`src/rtl/axi_arbiter_if.sv`:
```
// AXI4-Lite channel bundle (32-bit addr/data, 4-bit write mask, 2-bit responses).
// master drives requests toward a slave; slave is the responder view.
interface axi_if;
  logic [31:0] araddr;
  logic        arvalid;
  logic        arready;
  logic [31:0] rdata;
  logic [1:0]  rresp;
  logic        rvalid;
  logic        rready;
  logic [31:0] awaddr;
  logic        awvalid;
  logic        awready;
  logic [31:0] wdata;
  logic [3:0]  wmask;
  logic        wvalid;
  logic        wready;
  logic [1:0]  bresp;
  logic        bvalid;
  logic        bready;

  modport master (
    output araddr, arvalid, input arready,
    input  rdata, rresp, rvalid, output rready,
    output awaddr, awvalid, input awready,
    output wdata, wmask, wvalid, input wready,
    input  bresp, bvalid, output bready
  );

  modport slave (
    input  araddr, arvalid, output arready,
    output rdata, rresp, rvalid, input rready,
    input  awaddr, awvalid, output awready,
    input  wdata, wmask, wvalid, output wready,
    output bresp, bvalid, input bready
  );
endinterface

```
`src/rtl/axi_arbiter.sv`:
```
// Two-master AXI4-Lite arbiter (m0 IFU, m1 LSU) serialising whole transactions onto s; m1 wins ties, or round-robin when ARB_RR_EN is defined.
// Registered grant: request in IDLE -> downstream valid next cycle, one IDLE bubble after each R/B handshake; ungranted masters see no ready.
module axi_arbiter (
  input  logic  clk,
  input  logic  reset,
  axi_if.slave  m0,
  axi_if.slave  m1,
  axi_if.master s
);

  typedef enum logic [2:0] {
    IDLE, RD_ADDR, RD_DATA, WR_ADDR, WR_DATA, WR_RESP
  } state_t;

  state_t     state, state_nxt;
  logic       owner, owner_nxt;
  logic       winner, win_ar;
  logic [1:0] req;
  logic       own_arvalid, own_rready, own_awvalid, own_wvalid, own_bready;

  assign req = {m1.arvalid | m1.awvalid, m0.arvalid | m0.awvalid};

`ifdef ARB_RR_EN
  logic prio, prio_nxt;
  // prio only matters on contention; a lone requester always wins
  assign winner = (req == 2'b11) ? prio : req[1];
`else
  assign winner = req[1];
`endif

  // a master presenting both AR and AW gets its read served first
  assign win_ar = winner ? m1.arvalid : m0.arvalid;

  assign own_arvalid = owner ? m1.arvalid : m0.arvalid;
  assign own_rready  = owner ? m1.rready  : m0.rready;
  assign own_awvalid = owner ? m1.awvalid : m0.awvalid;
  assign own_wvalid  = owner ? m1.wvalid  : m0.wvalid;
  assign own_bready  = owner ? m1.bready  : m0.bready;

  // payloads default to m0 so the crossbar never sees X when idle
  assign s.araddr = (state == RD_ADDR && owner) ? m1.araddr : m0.araddr;
  assign s.awaddr = (state == WR_ADDR && owner) ? m1.awaddr : m0.awaddr;
  assign s.wdata  = (state == WR_DATA && owner) ? m1.wdata  : m0.wdata;
  assign s.wmask  = (state == WR_DATA && owner) ? m1.wmask  : m0.wmask;

  assign m0.rdata = s.rdata;
  assign m1.rdata = s.rdata;
  assign m0.rresp = s.rresp;
  assign m1.rresp = s.rresp;
  assign m0.bresp = s.bresp;
  assign m1.bresp = s.bresp;

  always_ff @(posedge clk or posedge reset) begin
    if (reset) begin
      state <= IDLE;
      owner <= 1'b0;
    end else begin
      state <= state_nxt;
      owner <= owner_nxt;
    end
  end

`ifdef ARB_RR_EN
  always_ff @(posedge clk or posedge reset) begin
    if (reset) prio <= 1'b0;
    else       prio <= prio_nxt;
  end
`endif

  always_comb begin
    state_nxt  = state;
    owner_nxt  = owner;
`ifdef ARB_RR_EN
    prio_nxt   = prio;
`endif
    s.arvalid  = 1'b0;
    s.rready   = 1'b0;
    s.awvalid  = 1'b0;
    s.wvalid   = 1'b0;
    s.bready   = 1'b0;
    m0.arready = 1'b0;
    m0.rvalid  = 1'b0;
    m0.awready = 1'b0;
    m0.wready  = 1'b0;
    m0.bvalid  = 1'b0;
    m1.arready = 1'b0;
    m1.rvalid  = 1'b0;
    m1.awready = 1'b0;
    m1.wready  = 1'b0;
    m1.bvalid  = 1'b0;

    case (state)
      IDLE: begin
        if (|req) begin
          owner_nxt = winner;
          state_nxt = win_ar ? RD_ADDR : WR_ADDR;
`ifdef ARB_RR_EN
          prio_nxt  = ~winner;
`endif
        end
      end
      RD_ADDR: begin
        s.arvalid  = own_arvalid;
        m0.arready = ~owner & s.arready;
        m1.arready =  owner & s.arready;
        if (own_arvalid && s.arready) state_nxt = RD_DATA;
      end
      RD_DATA: begin
        s.rready  = own_rready;
        m0.rvalid = ~owner & s.rvalid;
        m1.rvalid =  owner & s.rvalid;
        if (s.rvalid && own_rready) state_nxt = IDLE;
      end
      // W is held back until AW is accepted; the crossbar needs AW first
      WR_ADDR: begin
        s.awvalid  = own_awvalid;
        m0.awready = ~owner & s.awready;
        m1.awready =  owner & s.awready;
        if (own_awvalid && s.awready) state_nxt = WR_DATA;
      end
      WR_DATA: begin
        s.wvalid  = own_wvalid;
        m0.wready = ~owner & s.wready;
        m1.wready =  owner & s.wready;
        if (own_wvalid && s.wready) state_nxt = WR_RESP;
      end
      WR_RESP: begin
        s.bready  = own_bready;
        m0.bvalid = ~owner & s.bvalid;
        m1.bvalid =  owner & s.bvalid;
        if (s.bvalid && own_bready) state_nxt = IDLE;
      end
      default: state_nxt = IDLE;
    endcase
  end

endmodule

```
`src/flat_wrapper.sv`:
```
// flat-port wrapper written by rule: the top's interface ports become plain ports
module axi_arbiter_flat 
  (clk, reset, m0_araddr, m0_arvalid, m0_arready, m0_rdata, m0_rresp, m0_rvalid, m0_rready, m0_awaddr, m0_awvalid, m0_awready, m0_wdata, m0_wmask, m0_wvalid, m0_wready, m0_bresp, m0_bvalid, m0_bready, m1_araddr, m1_arvalid, m1_arready, m1_rdata, m1_rresp, m1_rvalid, m1_rready, m1_awaddr, m1_awvalid, m1_awready, m1_wdata, m1_wmask, m1_wvalid, m1_wready, m1_bresp, m1_bvalid, m1_bready, s_araddr, s_arvalid, s_arready, s_rdata, s_rresp, s_rvalid, s_rready, s_awaddr, s_awvalid, s_awready, s_wdata, s_wmask, s_wvalid, s_wready, s_bresp, s_bvalid, s_bready);
  axi_if m0_i ();
  axi_if m1_i ();
  axi_if s_i ();
  input  logic clk;
  input  logic reset;
  input wire logic [$bits(m0_i.araddr)-1:0] m0_araddr;
  input wire logic [$bits(m0_i.arvalid)-1:0] m0_arvalid;
  output wire logic [$bits(m0_i.arready)-1:0] m0_arready;
  output wire logic [$bits(m0_i.rdata)-1:0] m0_rdata;
  output wire logic [$bits(m0_i.rresp)-1:0] m0_rresp;
  output wire logic [$bits(m0_i.rvalid)-1:0] m0_rvalid;
  input wire logic [$bits(m0_i.rready)-1:0] m0_rready;
  input wire logic [$bits(m0_i.awaddr)-1:0] m0_awaddr;
  input wire logic [$bits(m0_i.awvalid)-1:0] m0_awvalid;
  output wire logic [$bits(m0_i.awready)-1:0] m0_awready;
  input wire logic [$bits(m0_i.wdata)-1:0] m0_wdata;
  input wire logic [$bits(m0_i.wmask)-1:0] m0_wmask;
  input wire logic [$bits(m0_i.wvalid)-1:0] m0_wvalid;
  output wire logic [$bits(m0_i.wready)-1:0] m0_wready;
  output wire logic [$bits(m0_i.bresp)-1:0] m0_bresp;
  output wire logic [$bits(m0_i.bvalid)-1:0] m0_bvalid;
  input wire logic [$bits(m0_i.bready)-1:0] m0_bready;
  input wire logic [$bits(m1_i.araddr)-1:0] m1_araddr;
  input wire logic [$bits(m1_i.arvalid)-1:0] m1_arvalid;
  output wire logic [$bits(m1_i.arready)-1:0] m1_arready;
  output wire logic [$bits(m1_i.rdata)-1:0] m1_rdata;
  output wire logic [$bits(m1_i.rresp)-1:0] m1_rresp;
  output wire logic [$bits(m1_i.rvalid)-1:0] m1_rvalid;
  input wire logic [$bits(m1_i.rready)-1:0] m1_rready;
  input wire logic [$bits(m1_i.awaddr)-1:0] m1_awaddr;
  input wire logic [$bits(m1_i.awvalid)-1:0] m1_awvalid;
  output wire logic [$bits(m1_i.awready)-1:0] m1_awready;
  input wire logic [$bits(m1_i.wdata)-1:0] m1_wdata;
  input wire logic [$bits(m1_i.wmask)-1:0] m1_wmask;
  input wire logic [$bits(m1_i.wvalid)-1:0] m1_wvalid;
  output wire logic [$bits(m1_i.wready)-1:0] m1_wready;
  output wire logic [$bits(m1_i.bresp)-1:0] m1_bresp;
  output wire logic [$bits(m1_i.bvalid)-1:0] m1_bvalid;
  input wire logic [$bits(m1_i.bready)-1:0] m1_bready;
  output wire logic [$bits(s_i.araddr)-1:0] s_araddr;
  output wire logic [$bits(s_i.arvalid)-1:0] s_arvalid;
  input wire logic [$bits(s_i.arready)-1:0] s_arready;
  input wire logic [$bits(s_i.rdata)-1:0] s_rdata;
  input wire logic [$bits(s_i.rresp)-1:0] s_rresp;
  input wire logic [$bits(s_i.rvalid)-1:0] s_rvalid;
  output wire logic [$bits(s_i.rready)-1:0] s_rready;
  output wire logic [$bits(s_i.awaddr)-1:0] s_awaddr;
  output wire logic [$bits(s_i.awvalid)-1:0] s_awvalid;
  input wire logic [$bits(s_i.awready)-1:0] s_awready;
  output wire logic [$bits(s_i.wdata)-1:0] s_wdata;
  output wire logic [$bits(s_i.wmask)-1:0] s_wmask;
  output wire logic [$bits(s_i.wvalid)-1:0] s_wvalid;
  input wire logic [$bits(s_i.wready)-1:0] s_wready;
  input wire logic [$bits(s_i.bresp)-1:0] s_bresp;
  input wire logic [$bits(s_i.bvalid)-1:0] s_bvalid;
  output wire logic [$bits(s_i.bready)-1:0] s_bready;
  assign m0_i.araddr = m0_araddr;
  assign m0_i.arvalid = m0_arvalid;
  assign m0_arready = m0_i.arready;
  assign m0_rdata = m0_i.rdata;
  assign m0_rresp = m0_i.rresp;
  assign m0_rvalid = m0_i.rvalid;
  assign m0_i.rready = m0_rready;
  assign m0_i.awaddr = m0_awaddr;
  assign m0_i.awvalid = m0_awvalid;
  assign m0_awready = m0_i.awready;
  assign m0_i.wdata = m0_wdata;
  assign m0_i.wmask = m0_wmask;
  assign m0_i.wvalid = m0_wvalid;
  assign m0_wready = m0_i.wready;
  assign m0_bresp = m0_i.bresp;
  assign m0_bvalid = m0_i.bvalid;
  assign m0_i.bready = m0_bready;
  assign m1_i.araddr = m1_araddr;
  assign m1_i.arvalid = m1_arvalid;
  assign m1_arready = m1_i.arready;
  assign m1_rdata = m1_i.rdata;
  assign m1_rresp = m1_i.rresp;
  assign m1_rvalid = m1_i.rvalid;
  assign m1_i.rready = m1_rready;
  assign m1_i.awaddr = m1_awaddr;
  assign m1_i.awvalid = m1_awvalid;
  assign m1_awready = m1_i.awready;
  assign m1_i.wdata = m1_wdata;
  assign m1_i.wmask = m1_wmask;
  assign m1_i.wvalid = m1_wvalid;
  assign m1_wready = m1_i.wready;
  assign m1_bresp = m1_i.bresp;
  assign m1_bvalid = m1_i.bvalid;
  assign m1_i.bready = m1_bready;
  assign s_araddr = s_i.araddr;
  assign s_arvalid = s_i.arvalid;
  assign s_i.arready = s_arready;
  assign s_i.rdata = s_rdata;
  assign s_i.rresp = s_rresp;
  assign s_i.rvalid = s_rvalid;
  assign s_rready = s_i.rready;
  assign s_awaddr = s_i.awaddr;
  assign s_awvalid = s_i.awvalid;
  assign s_i.awready = s_awready;
  assign s_wdata = s_i.wdata;
  assign s_wmask = s_i.wmask;
  assign s_wvalid = s_i.wvalid;
  assign s_i.wready = s_wready;
  assign s_i.bresp = s_bresp;
  assign s_i.bvalid = s_bvalid;
  assign s_bready = s_i.bready;
  axi_arbiter u_core (.clk(clk), .reset(reset), .m0(m0_i), .m1(m1_i), .s(s_i));
endmodule
```
`config.mk`:
```
export PLATFORM = sky130hd
export DESIGN_NAME = axi_arbiter_flat
export DESIGN_NICKNAME = d
export VERILOG_FILES = /design/src/rtl/axi_arbiter_if.sv /design/src/rtl/axi_arbiter.sv /design/src/flat_wrapper.sv
export SDC_FILE = /design/constraint.sdc
export NUM_CORES = 1
export LEC_CHECK = 0
export BUFFER_PORTS_ARGS = -buffer_cell sky130_fd_sc_hd__buf_4
export CAP_MARGIN = 20
export CORE_AREA = 2 2 172 174
export CTS_CLUSTER_SIZE = 24
export DETAILED_ROUTE_END_ITERATION = 16
export DIE_AREA = 0 0 174 176
export PLACE_DENSITY = 0.36
export SYNTH_ARGS = -nofsm -noshare
export SYNTH_HDL_FRONTEND = slang
export SYNTH_SLANG_ARGS = --single-unit
```
`constraint.sdc`:
```
create_clock -name clk -period 2.75 [get_ports clk]
set_input_delay 0.55 -clock clk [delete_from_list [all_inputs] [get_ports clk]]
set_output_delay 0.55 -clock clk [all_outputs]
set_load 0.01 [all_outputs]
```
==> After elaboration in Yosys (flattened, before gate mapping) <==
Index checks and enable logic that the tools add are counted.
{ "op_classes": {"n_eq_ne": 11, "bitwise_logic": 13, "n_reduce_logical": 12, "mux": 33} }
{ "ops": {"columns": ["operator", "count"], "rows": [
  ["two-way mux 32 bit", 3],
  ["two-way mux 1 bit", 21],
  ["two-way mux 3 bit", 6],
  ["one-hot mux 3 bit (6 select lines)", 1],
  ["bitwise AND 1 bit", 10],
  ["logical AND 1 bit", 8],
  ["== test 3 x 2 -> 1 bit, second input constant", 2],
  ["== test 3 bit, second input constant", 2],
  ["inequality test 2 x 1 -> 1 bit, second input constant", 3],
  ["inequality test 2 bit, second input constant", 3],
  ["AND reduction 6 bit", 1],
  ["two-way mux 4 bit", 1],
  ["== test 3 x 1 -> 1 bit, second input constant", 1],
  ["zero test 3 bit", 1],
  ["two-way mux 2 bit", 1],
  ["OR 1 bit", 2],
  ["AND reduction 2 bit", 1],
  ["OR reduction 2 bit", 1],
  ["NOT 1 bit", 1]
]} }
{ "word_totals": {"inputBits": 253, "regBits": 4, "output_inout_bits": 187} }

==> Depth between registers and ports, before layout <==
{ "logic_depth": {"depth_word": 5, "mapped_depth": 6, "depth_no_buf": 5} }

==> Worst setup path before layout <==
OpenSTA, ideal clock, no wires.
{ "synth_timing": {"path_type": "register -> output", "start": "reg u_core.state[1]", "end": "out s_wdata[29]", "slack_ps": 750, "stages_incl_launch_ff": 7, "arrival_time_ps": 1450, "path_cell_list": "dfrtp_1 > buf_6 > nand2b_4 > nor3b_2 > buf_6 > buf_8 > mux2_1"} }
{ "synth_via": {"elab_chain_len": 3} }
{ "synth_lines": {"columns": ["item", "line_no", "rtl"], "rows": [
  ["start: declaration", "axi_arbiter.sv:15", "state_t state, state_nxt;"],
  ["start signal: assignment", "axi_arbiter.sv:58", "state <= state_nxt;"],
  ["== test 3 bit", "axi_arbiter.sv:43", "assign s.wdata = (state == WR_DATA && owner) ? m1.wdata : m0.wdata;"],
  ["logical AND 1 bit", "axi_arbiter.sv:43", null],
  ["two-way mux 32 bit", "axi_arbiter.sv:43", null],
  ["end: declaration", "flat_wrapper.sv:53", "output wire logic [$bits(s_i.wdata)-1:0] s_wdata;"]
]} }
No other way between the ends.

==> Worst setup path after layout <==
{ "layout_timing": {"start": "reg u_core.state[2]", "end": "out s_wmask[3]"} }
{ "layout_via": {"elab_chain_len": 3} }
{ "layout_lines": {"columns": ["item", "line_no", "rtl"], "rows": [
  ["== test 3 bit", "axi_arbiter.sv:44", "assign s.wmask = (state == WR_DATA && owner) ? m1.wmask : m0.wmask;"],
  ["logical AND 1 bit", "axi_arbiter.sv:44", null],
  ["two-way mux 4 bit", "axi_arbiter.sv:44", null],
  ["end: declaration", "flat_wrapper.sv:54", "output wire logic [$bits(s_i.wmask)-1:0] s_wmask;"]
]} }
No other way between the ends.

==> results.md <==
- R2R setup slack: roughly 0.74 ns
- Clock skew: around 0.0041 ns
- DP Area: ~4700 µm²
- First-pass DRT Iterations: 4
- Setup bufs post-CTS: 0
- WP data required: around 2.2 ns
- Post-route ant nets: 0
- Hold WS: 0.217 ns
- Vias in the first global route: 2860
- CTS Sinks: 4
- Vias per inst: 3.16
- Syn Area/Cell: around 9.5 µm²
- Register bit count reported by yosys: 4
- Status: finished, final reports clean
- RSZ-0062 raised after global routing: false
- Congestion Overflow GR: 0
- Actual slew at the worst max-slew pin: between 0.4 and 0.5 ns
- GR Util met3: 0.0273
- Detail Placement HPWL: ~11000 µm
- Synth unique cells: 36
- Crit-path max FO: 37
- Synth Instances: 250
- First-pass GRT wire length: about 17000 µm
- Nets: roughly 760
- Post-synth EDFFs: 0
- Pwr Density: a little under 500 nW/µm²
- Buffer levels on the longest clock path: 2
- Count of buffers from port buffering: approximately 330
- Max-capacitance violation count: 0
- Total CTS buffers: 3
- WL/cell: 14.3 µm
- CTS Hold Bufs: 0
- R2r endpoint: u_core.state[1]
- # fillers: 3240
- Yosys warning count: 0
- Reg2reg path depth: 6
- Final Hold Viols: 0
- Layout cells sized above 1: 0.908
- Post-synth ARST share: 1.00
- H-tree levels: 1
- Initial Util: 0.0831
- Synthesized area: ~2400 µm²
- FMAX: ~400 MHz
- CTS root buf: clkbuf_16
- CP Data Arrival Time: between 1.5 and 2 ns
- Initial antenna violation count: 0
- CP Capture Type: output pin
- Residual DRC count: 0
- DIE AREA: around 31000 µm²
- Die H: approximately 180 µm
- Final Slew Violations: 0
- CTS tree: built
- Startpoint class of the critical path: register
- Seq/Total Area, Yosys: 0.0422
- Final setup violation count: 0
- CP Class: register to output pin
- Layout area overhead: 102%
- Die Wd: between 150 and 200 µm
- Fin crit period: 2.48 ns
- CTS clock-pin slew for the worst setup and hold paths: 0.03 ns
- Area of the multi-input gates: roughly 1600 µm²
- RD Place Congestion: around 0.66
- Resize count post-CTS: 0
- R2r startpoint: u_core.owner
- Fin area: around 4800 µm²
- Final setup TNS: 0 ns
- Total number of vias: about 2.8k
- Met1 usage: 0.0683
- Clk Latency, worst-skew pair: ~0.23 ns
- Drt initial violations: 67
- Main synth FF type: dfrtp_1
- Worst VDD drop: approximately 0.26 mV
- Post-Route Utilization: 0.168
- Final Cycle Share: 0.902
- Pin count of the biggest net entering global routing: 38
- Core area: around 29000 µm²
- Top Usage Layer GRT: met2
- Slew HR: 0.667
- Final wirelength: 12700 µm
- Hold Path Class: input pin to asynchronous set/reset pin
- GRT Resource Usage Total: 0.0736
- I/O pin count: 440
- Syn Nets: approximately 500
- Pwr Total: 0.00232 W
- Reg area: ~100 µm²
- Row count: 62
- GRT met2 Usage: 0.146
- Leak: between 2 and 2.5 nW
## how the worst max path moves through the flow
stage,from,endpoint,cells past startpoint
3_3_place_gp,u_core.state[2],s_wmask[3],5
3_5_place_dp,u_core.state[2],s_wmask[3],5
5_1_grt,u_core.state[2],s_wmask[3],5
2_1_floorplan,u_core.state[1],s_wdata[29],6
4_1_cts,u_core.state[2],s_wmask[3],5
6_report,u_core.state[2],s_wmask[3],5
## Yosys cell counts, types with 3 or more instances
cell / count / share of area
buf_4: 74 / 0.23
dfrtp_1: 4 / 0.042
nand2_1: 8 / 0.013
mux2_1: 3 / 0.014
and3_2: 3 / 0.0095
buf_8: 3 / 0.019
nor3_1: 3 / 0.0063
and3_1: 4 / 0.011
mux2_2: 100 / 0.47
nor2_1: 5 / 0.0079
inv_1: 4 / 0.0063
buf_6: 8 / 0.038
## flip-flops by register name, indices dropped and copies added, names as in the netlist
name,cells
u_core.state,3
u_core.owner,1
## where the power goes
group | internal, W | switching (W) | leakage [nW]
logic | 0.00113 | 0.000795 | 2.22
clock network | 0.000186 | 0.0000409 | 0.0370
registers | 0.0000852 | 0.0000916 | 0.0498
total | 0.00140 | 0.000928 | 2.31
## cell type report
cell class / count / area share
Tap cell: 384 / 0.100
Clock buffer: 3 / 0.0157
Inverter: 4 / 0.00313
Antenna cell: 2 / 0.00104
Timing Repair Buffer: 336 / 0.534
Sequential cell: 4 / 0.0209
Multi-Input combinational cell: 155 / 0.324
## routing by layer
layer	vias to the layer above	wire, µm
li1	1325	-
met1	1229	4150
met4	0	415
met2	224	6660
met5	-	0
met3	32	1480
## critical path: stages (launching register included)
cell and delay, ns:
dfrtp_1 0.61, nand2b_4 0.11, nor3b_4 0.22, buf_12 0.24
mux2_2 0.36, buf_4 0.14
## logic make-up (layout without fill, tap and decap cells)
group | Yosys count | in the layout | synth area share
multiplexers | 106 | 106 | 0.506
buffers and inverters | 91 | 343 | 0.305
other | 0 | 2 | 0
AO/OA/AOI/OAI | 9 | 9 | 0.0354
flip-flops | 4 | 4 | 0.0422
AND/OR/NAND/NOR | 40 | 40 | 0.111
## per-stage QoR
step,std cells,setup slack [ns]
finish,888,0.269
floorplan,250,0.750
global placement,883,0.514
global route,886,0.147
CTS,886,0.250
detailed placement,883,0.488
## layout by cell type (no fill, tap or decap), types with 2 or more instances in the layout
| cell type | Yosys | layout |
|---|---|---|
| a32oi_2 | 2 | 2 |
| and2_1 | 2 | 2 |
| and2b_2 | 2 | 2 |
| and3_1 | 4 | 4 |
| and3_2 | 3 | 3 |
| buf_12 | 0 | 3 |
| buf_4 | 74 | 333 |
| clkbuf_16 | 0 | 3 |
| dfrtp_1 | 4 | 4 |
| diode_2 | 0 | 2 |
| inv_1 | 4 | 4 |
| mux2_1 | 3 | 3 |
| mux2_2 | 100 | 100 |
| mux2_4 | 2 | 2 |
| nand2_1 | 8 | 8 |
| nand3_1 | 2 | 2 |
| nor2_1 | 5 | 5 |
| nor3_1 | 3 | 3 |
| nor4_1 | 2 | 2 |
| o21ai_0 | 2 | 2 |
Note: power is estimated with default switching activity, not from simulation.
